<file path="config.mk">
export PLATFORM = sky130hd
export DESIGN_NAME = imm_rotate_unit
export DESIGN_NICKNAME = d
export VERILOG_FILES = /design/src/rtl/imm_rotate_unit.sv
export SDC_FILE = /design/constraint.sdc
export NUM_CORES = 1
export LEC_CHECK = 0
export CORE_ASPECT_RATIO = 0.9
export CORE_UTILIZATION = 30
export DETAILED_ROUTE_END_ITERATION = 12
export GPL_TIMING_DRIVEN = 0
export REMOVE_ABC_BUFFERS = 1
export SLEW_MARGIN = 40
export SYNTH_ARGS = -nofsm -noshare
export SYNTH_HDL_FRONTEND = slang
export SYNTH_SLANG_ARGS = --single-unit
</file>
<file path="constraint.sdc">
create_clock -name clk -period 2.08 [get_ports clk]
set_input_delay 0.52 -clock clk [delete_from_list [all_inputs] [get_ports clk]]
set_output_delay 0.52 -clock clk [all_outputs]
set_load 0.005 [all_outputs]
</file>
<file path="src/rtl/imm_rotate_unit.sv">
// imm_rotate_unit: immediate extension for the multicycle datapath.
// Data-processing immediates are rotated right by 2*rot, STEP bits per cycle.
// ExtImm and carry_out stay put after done until the next accepted start.
//
// state  | meaning
// -------+----------------------------------------------------------
// IDLE   | waiting for start; outputs hold the previous result
// ROTATE | rotating ExtImm right by STEP per cycle, counter counts down
// DONE   | one-cycle done pulse; result and carry valid
module imm_rotate_unit #(
   parameter int DATA_W = 32,
   parameter int IMM_W  = 24,
   parameter int STEP   = 2
) (
   input  logic              clk,
   input  logic              reset,
   input  logic              start,
   input  logic [IMM_W-1:0]  Instr,
   input  logic [1:0]        ImmSrc,
   input  logic              carry_in,
   output logic              busy,
   output logic              done,
   output logic [DATA_W-1:0] ExtImm,
   output logic              carry_out
);

   // Enough counter range for the largest step count, 30/STEP.
   localparam int CNT_W = $clog2(30 / STEP + 1);

   typedef enum logic [1:0] {
      IDLE   = 2'd0,
      ROTATE = 2'd1,
      DONE   = 2'd2
   } state_t;

   state_t            state, state_nxt;
   logic [CNT_W-1:0]  cnt, cnt_load;
   logic [DATA_W-1:0] ext_load, rot_nxt;
   logic [4:0]        rot2;
   logic              accept;

   assign accept  = (state == IDLE) && start;
   assign rot_nxt = {ExtImm[STEP-1:0], ExtImm[DATA_W-1:STEP]};

   // Unrotated extension and step count loaded when a start is accepted.
   always_comb begin
      ext_load = '0;
      rot2     = {Instr[11:8], 1'b0};
      cnt_load = '0;
      case (ImmSrc)
         2'b00: begin
            ext_load = {{(DATA_W-8){1'b0}}, Instr[7:0]};
            cnt_load = (STEP == 1) ? CNT_W'(rot2) : CNT_W'(rot2 >> 1);
         end
         2'b01:   ext_load = {{(DATA_W-12){1'b0}}, Instr[11:0]};
         2'b10:   ext_load = {{(DATA_W-IMM_W-2){Instr[IMM_W-1]}}, Instr, 2'b00};
         default: ext_load = {{(DATA_W-16){1'b0}}, Instr[15:0]};
      endcase
   end

   // State register.
   always_ff @(posedge clk) begin
      if (reset) state <= IDLE;
      else       state <= state_nxt;
   end

   // Next-state and status outputs.
   always_comb begin
      state_nxt = state;
      busy      = 1'b0;
      done      = 1'b0;
      case (state)
         IDLE: begin
            if (start) state_nxt = (cnt_load == '0) ? DONE : ROTATE;
         end
         ROTATE: begin
            busy = 1'b1;
            if (cnt == CNT_W'(1)) state_nxt = DONE;
         end
         DONE: begin
            busy      = 1'b1;
            done      = 1'b1;
            state_nxt = IDLE;
         end
         default: state_nxt = IDLE;
      endcase
   end

   // Result register, step counter and carry; carry is written on the edge entering DONE.
   always_ff @(posedge clk) begin
      if (reset) begin
         ExtImm    <= '0;
         carry_out <= 1'b0;
         cnt       <= '0;
      end else if (accept) begin
         ExtImm <= ext_load;
         cnt    <= cnt_load;
         if (cnt_load == '0) carry_out <= carry_in;
      end else if (state == ROTATE) begin
         ExtImm <= rot_nxt;
         cnt    <= cnt - CNT_W'(1);
         if (cnt == CNT_W'(1)) carry_out <= rot_nxt[DATA_W-1];
      end
   end

endmodule

</file>
; Yosys cells after proc, flatten, opt, wreduce, memory -nomap -nowiden
; Index checks and enable logic that the tools add are counted.
[word_totals]
input_bits = 30
out_inout_bits = 35
regBits = 39
elab_cells = 38
[op_classes]
muxes = 16
n_reduce_logical = 9
eq_ne = 8
addsub = 1
[op_table]
columns = cell, count
row1 = $pmux 32 s3, 1
row2 = $mux 32, 2
row3 = $mux 4, 3
row4 = $mux 1, 6
row5 = $mux 2, 3
row6 = $eq 2x1->1 const B, 2
row7 = $eq 2x2->1 const B, 2
row8 = $eq 4x1->1 const B, 1
row9 = $logic_not 2->1, 2
row10 = $logic_not 4->1, 1
row11 = $ne 2x2->1 const B, 2
row12 = $pmux 2 s2, 1
row13 = $reduce_bool 2->1, 2
row14 = $sub 4x1->4 const B, 1
row15 = $reduce_and 3->1, 1
row16 = $ne 2x1->1 const B, 1
row17 = $reduce_and 2->1, 1
row18 = $reduce_or 2->1, 1
row19 = $logic_and 1x1->1, 1

; Logic depth before layout (Yosys ltp)
[logic_depth]
word_depth = 6
mapped_depth = 8
depth_no_buf = 6

; Worst setup path before layout
; Ideal clock, no wire load.
[synth_path]
path_kind = register to register
startpoint = register state[0]
endpoint = register ExtImm[25]
synth_period_minus_slack_ns = 1.446
path_slack_ns = 0.634
t_required_ns = 1.940
n_path_buf = 1
path_stages_with_launch = 8
t_arrival_ns = 1.306
setup_ns = 0.140
path_cell_list = dfxtp_1 -> inv_1 -> ha_1 -> nand2_4 -> nand2b_1 -> buf_4 -> a21boi_4 -> a211oi_2
[synth_via]
elab_chain_cells = 3
elab_cells_between_ends = 5
classes_between = eq/ne: 1 / mux: 1 / reduce/logical: 3
[synth_rtl]
columns = item, line
row1 = start: declaration, 36  ; state_t state, state_nxt;
row2 = start signal: assignment, 64  ; else state <= state_nxt;
row3 = $logic_not 2->1, 42  ; assign accept = (state == IDLE) && start;
row4 = $logic_and 1x1->1, 42
row5 = $mux 32 / $reduce_bool 2->1 (equally long branches), n/a
row6 = end signal: assignment, 96  ; ExtImm <= ext_load;
row7 = end signal: assignment, 100  ; ExtImm <= rot_nxt;
row8 = end: declaration, 23  ; output logic [DATA_W-1:0] ExtImm,
; Parallel ways exist; a longest one is shown, timed or not.
; A chain may end at the register's enable or synchronous reset.

; Final worst setup path
[layout_path]
startpoint = input port start
endpoint = register ExtImm[14]
[layout_via]
elab_chain_cells = 2
elab_cells_between_ends = 3
classes_between = mux: 1 / reduce/logical: 2
[layout_rtl]
columns = item, line
row1 = start: declaration, 17  ; input logic start,
row2 = $logic_and 1x1->1 (*), 42
row3 = $mux 32 / $reduce_bool 2->1 (equally long branches), n/a
; Mark *: on every way between the ends. The rest lies on a longest branch, timed or not.

==> flow_metrics.py <==
metrics = {
    "clock_tree": {
        "ctsLongestPathBuffers": 2,
        "ctsHoldBuffers": 0,
        "cts_htree_levels": 2,
        "clkLatencyLatePin_ns": 0.29,
        "clockRootBuffer": "clkbuf_8",
        "numCtsBuffers": 5,
        "cts_tree": "done",
        "clkTransAtPathRegs_ns": 0.08,
        "cts.sinks": 39,
    },
    "global_route": {
        "met3_usage_pct": 4.775,
        "antenna_found_initial": 0,
        "grt_max_degree": 42,
        "first_global_vias": 1660,
        "use_met2_pct": 22.92,
        "grt_use_total_pct": 14.69,
        "grt.busiest_layer": "met2",
        "grt_pass1_wl_um": 8480,
        "gr-usage-met1_pct": 19.56,
        "grt_remaining_overflow": 0,
    },
    "worst_setup_path": {
        "crit_buf_inv": 1,
        "cp.required_ns": 2.29,
        "end_kind": "flop",
        "worstSetupPathType": "in2reg",
        "cp_max_fo": 32,
        "cpMaxStageDelayCell": "and2_2",
        "crit_path_start_kind": "primary input",
        "cp.arrival_ns": 2.23,
        "cpPeakStageDelay_ns": 0.58,
        "cp_top_family": "simple AND/OR/NAND/NOR gates",
        "crit_chain": "clkdlybuf4s50_1 -> and2_2 -> nand2_1 -> o22a_1 -> nor2_1",
    },
    "hold_path": {
        "hold_class": "reg2reg",
    },
    "timing": {
        "fmax_mhz": 496.2,
        "fin_skew_ns": 0.009118,
        "hold_viol_final": 0,
        "fin_ws_ns": 0.06474,
        "min_period_ns": 2.015,
        "rsz0062_at_grt": "false",
        "worst_pin_slew_ns": 0.6431,
        "setup_viol": 0,
        "slew_viol_final": 0,
        "fin_crit_sh_pct": 96.89,
        "maxSlewHeadroom_pct": 57.04,
    },
    "route": {
        "wl_per_cell_um": 14.27,
        "vias": 1845,
        "postRouteAntennaNets": 0,
        "vias_per_cell": 4.868,
        "wl_um": 5408,
        "drc": 0,
        "drt_pass1_iterations": 4,
        "drt_iter0_drc": 103,
    },
    "yosys": {
        "synth-async-reset-ratio_pct": 0,
        "netlist_instances": 234,
        "yosysTopAreaCell": "dfxtp_1",
        "synth_top_family_by_area": "compound AO/OA/AOI/OAI gates",
        "ys_types": 37,
        "synth_area_um2": 2082,
        "synth.avg_cell_area_um2": 8.897,
        "synth_xor_area_share_pct": 1.262,
        "synth_edf_count": 0,
        "yosysMostFrequentCell": "nor2_1",
        "ys_seq_area_share_pct": 37.50,
        "yosysWarnings": 0,
        "synthSimpleGateAreaFrac_pct": 19.53,
        "synth_ff_type": "dfxtp_1",
        "synthMuxAreaShare_pct": 11.06,
        "yosys_register_bits": 39,
        "synth_common_cells": "nor2_1, dfxtp_1, mux2i_1, nand2_1, a21oi_1",
        "synth_compound_area_share_pct": 21.88,
        "synth_top_area_share_pct": 37.50,
        "synthTopCellsByArea": "dfxtp_1, mux2i_1, nor2_1, a211oi_2, nand2_1",
        "synthAdderAreaFrac_pct": 3.005,
    },
    "pwr": {
        "p_leak_nw": 1.012,
        "powerDensity_nw_per_um2": 646.9,
        "switching_share_pct": 28.76,
        "irDropWorstVdd_mv": 0.2340,
        "p_comb_share_pct": 26.0,
        "clockPowerShare_pct": 28.0,
        "switchingPower_mw": 0.5372,
        "p_int_mw": 1.331,
        "seq_power_share_pct": 46.0,
    },
    "floorplanning": {
        "core_area_um2": 6656,
        "dieHeight_um": 81.03,
        "num_rows": 28,
        "ios": 65,
        "die_x_um": 89.81,
        "start_util_pct": 31.28,
        "die_area_um2": 7277,
    },
    "job": {
        "drv_cap": 0,
    },
    "status": {
        "status": "completed",
    },
    "placed_design": {
        "io_buffers": 64,
        "dp_hpwl_um": 3717,
        "placed_cells": 371,
        "pre_cts_slack_ns": -0.5116,
        "gp_congestion": 0.7399,
    },
    "cells_and_area": {
        "diodes": 0,
        "syn2layout_area_growth_pct": 38.70,
        "layout.nets": 324,
        "final_cells": 379,
        "layout-drive-gt1-share_pct": 10.03,
        "num-fill-cells": 688,
    },
}
through the flow:
stage	hold WS, ns	instance area (µm²)	TNS [ns]	total power [mW]	utilization (%)
2_1_floorplan	0.4769	1977	-2.234	1.100	-
3_3_place_gp	0.4895	2730	-21.56	1.346	41.02
3_5_place_dp	0.4917	2766	-9.414	1.360	41.56
4_1_cts	0.5028	2855	0	1.890	42.89
5_1_grt	0.5264	2888	0	1.980	43.38
6_report	0.5028	2888	0	1.868	43.38
final timing paths:
| path | to | from | depth (start not counted) | slack [ns] |
|---|---|---|---|---|
| min reg2reg | ExtImm[30] | ExtImm[0] | 2 | 0.50 |
| max | ExtImm[14] | start | 5 | 0.06 |
| max reg2reg | ExtImm[14] | state[0] | 6 | 0.16 |
| min | ExtImm[30] | ExtImm[0] | 2 | 0.50 |
placed cells by master, fill, tap and decap left out, types with 2 or more instances in the layout:
cell	synthesis	layout
a211oi_1	11	11
a211oi_2	7	7
a21oi_1	14	14
a221oi_1	3	3
a22oi_1	3	3
a311oi_1	6	6
a31oi_1	2	2
buf_16	0	2
clkbuf_8	0	6
clkdlybuf4s50_1	0	62
dfxtp_1	39	37
dfxtp_2	0	2
ha_1	5	4
inv_1	4	4
mux2i_1	23	23
nand2_1	23	23
nand2b_1	4	2
nand2b_2	0	2
nor2_1	41	41
nor2b_1	8	8
o21ai_0	2	2
o22a_1	4	4
xor2_1	2	2
layout make-up:
type / instances / area (µm²) / area share, %
clock buffers: 6 / 82.58 / 2.860
clock inverters: 1 / 5.005 / 0.1733
inverters: 4 / 15.01 / 0.5199
multi-input cells: 173 / 1200 / 41.55
flip-flops and latches: 39 / 783.3 / 27.12
well taps: 90 / 112.6 / 3.899
repair buffers: 66 / 689.4 / 23.87
state kept, by name, indices dropped and copies added, names as in the netlist:
| name | count |
|---|---|
| carry_out | 1 |
| state | 2 |
| cnt | 4 |
| ExtImm | 32 |
metal layers:
layer  wire length [µm]  vias to the layer above
li1                   -                      938
met1               2624                      849
met2               2366                       53
met3                381                        5
met4                 36                        0
met5                  0                        -
cell families (layout without fill, tap and decap cells):
family | after synthesis | in the layout
simple gates | 85 | 85
compound gates | 57 | 57
flops | 39 | 39
mux | 23 | 23
buf+inv | 22 | 77
fa+ha+maj | 5 | 5
xor+xnor | 3 | 3
power by group through the flow:
stage,registers (mW),logic [mW],clock network (mW)
after floorplan,0.868,0.233,0
after global placement,0.874,0.472,0
after detailed placement,0.875,0.485,0
after CTS,0.858,0.486,0.546
after global routing,0.868,0.534,0.579
final,0.859,0.487,0.523
worst reg2reg max path: stages, from the launching register on:
cell	delay (ns)
dfxtp_2	0.34
inv_1	0.10
ha_1	0.26
and2_2	0.58
nand2_1	0.26
o22a_1	0.21
nor2_1	0.10
what timing repair did:
| action | 4_1_cts | 5_1_grt |
|---|---|---|
| resized for setup | 2 | 3 |
| setup endpoints to repair | 7 | 8 |
| buffers inserted | 0 | 1 |
| endpoints found under the hold margin | 0 | 0 |
Power figures use the tool's default switching activity.
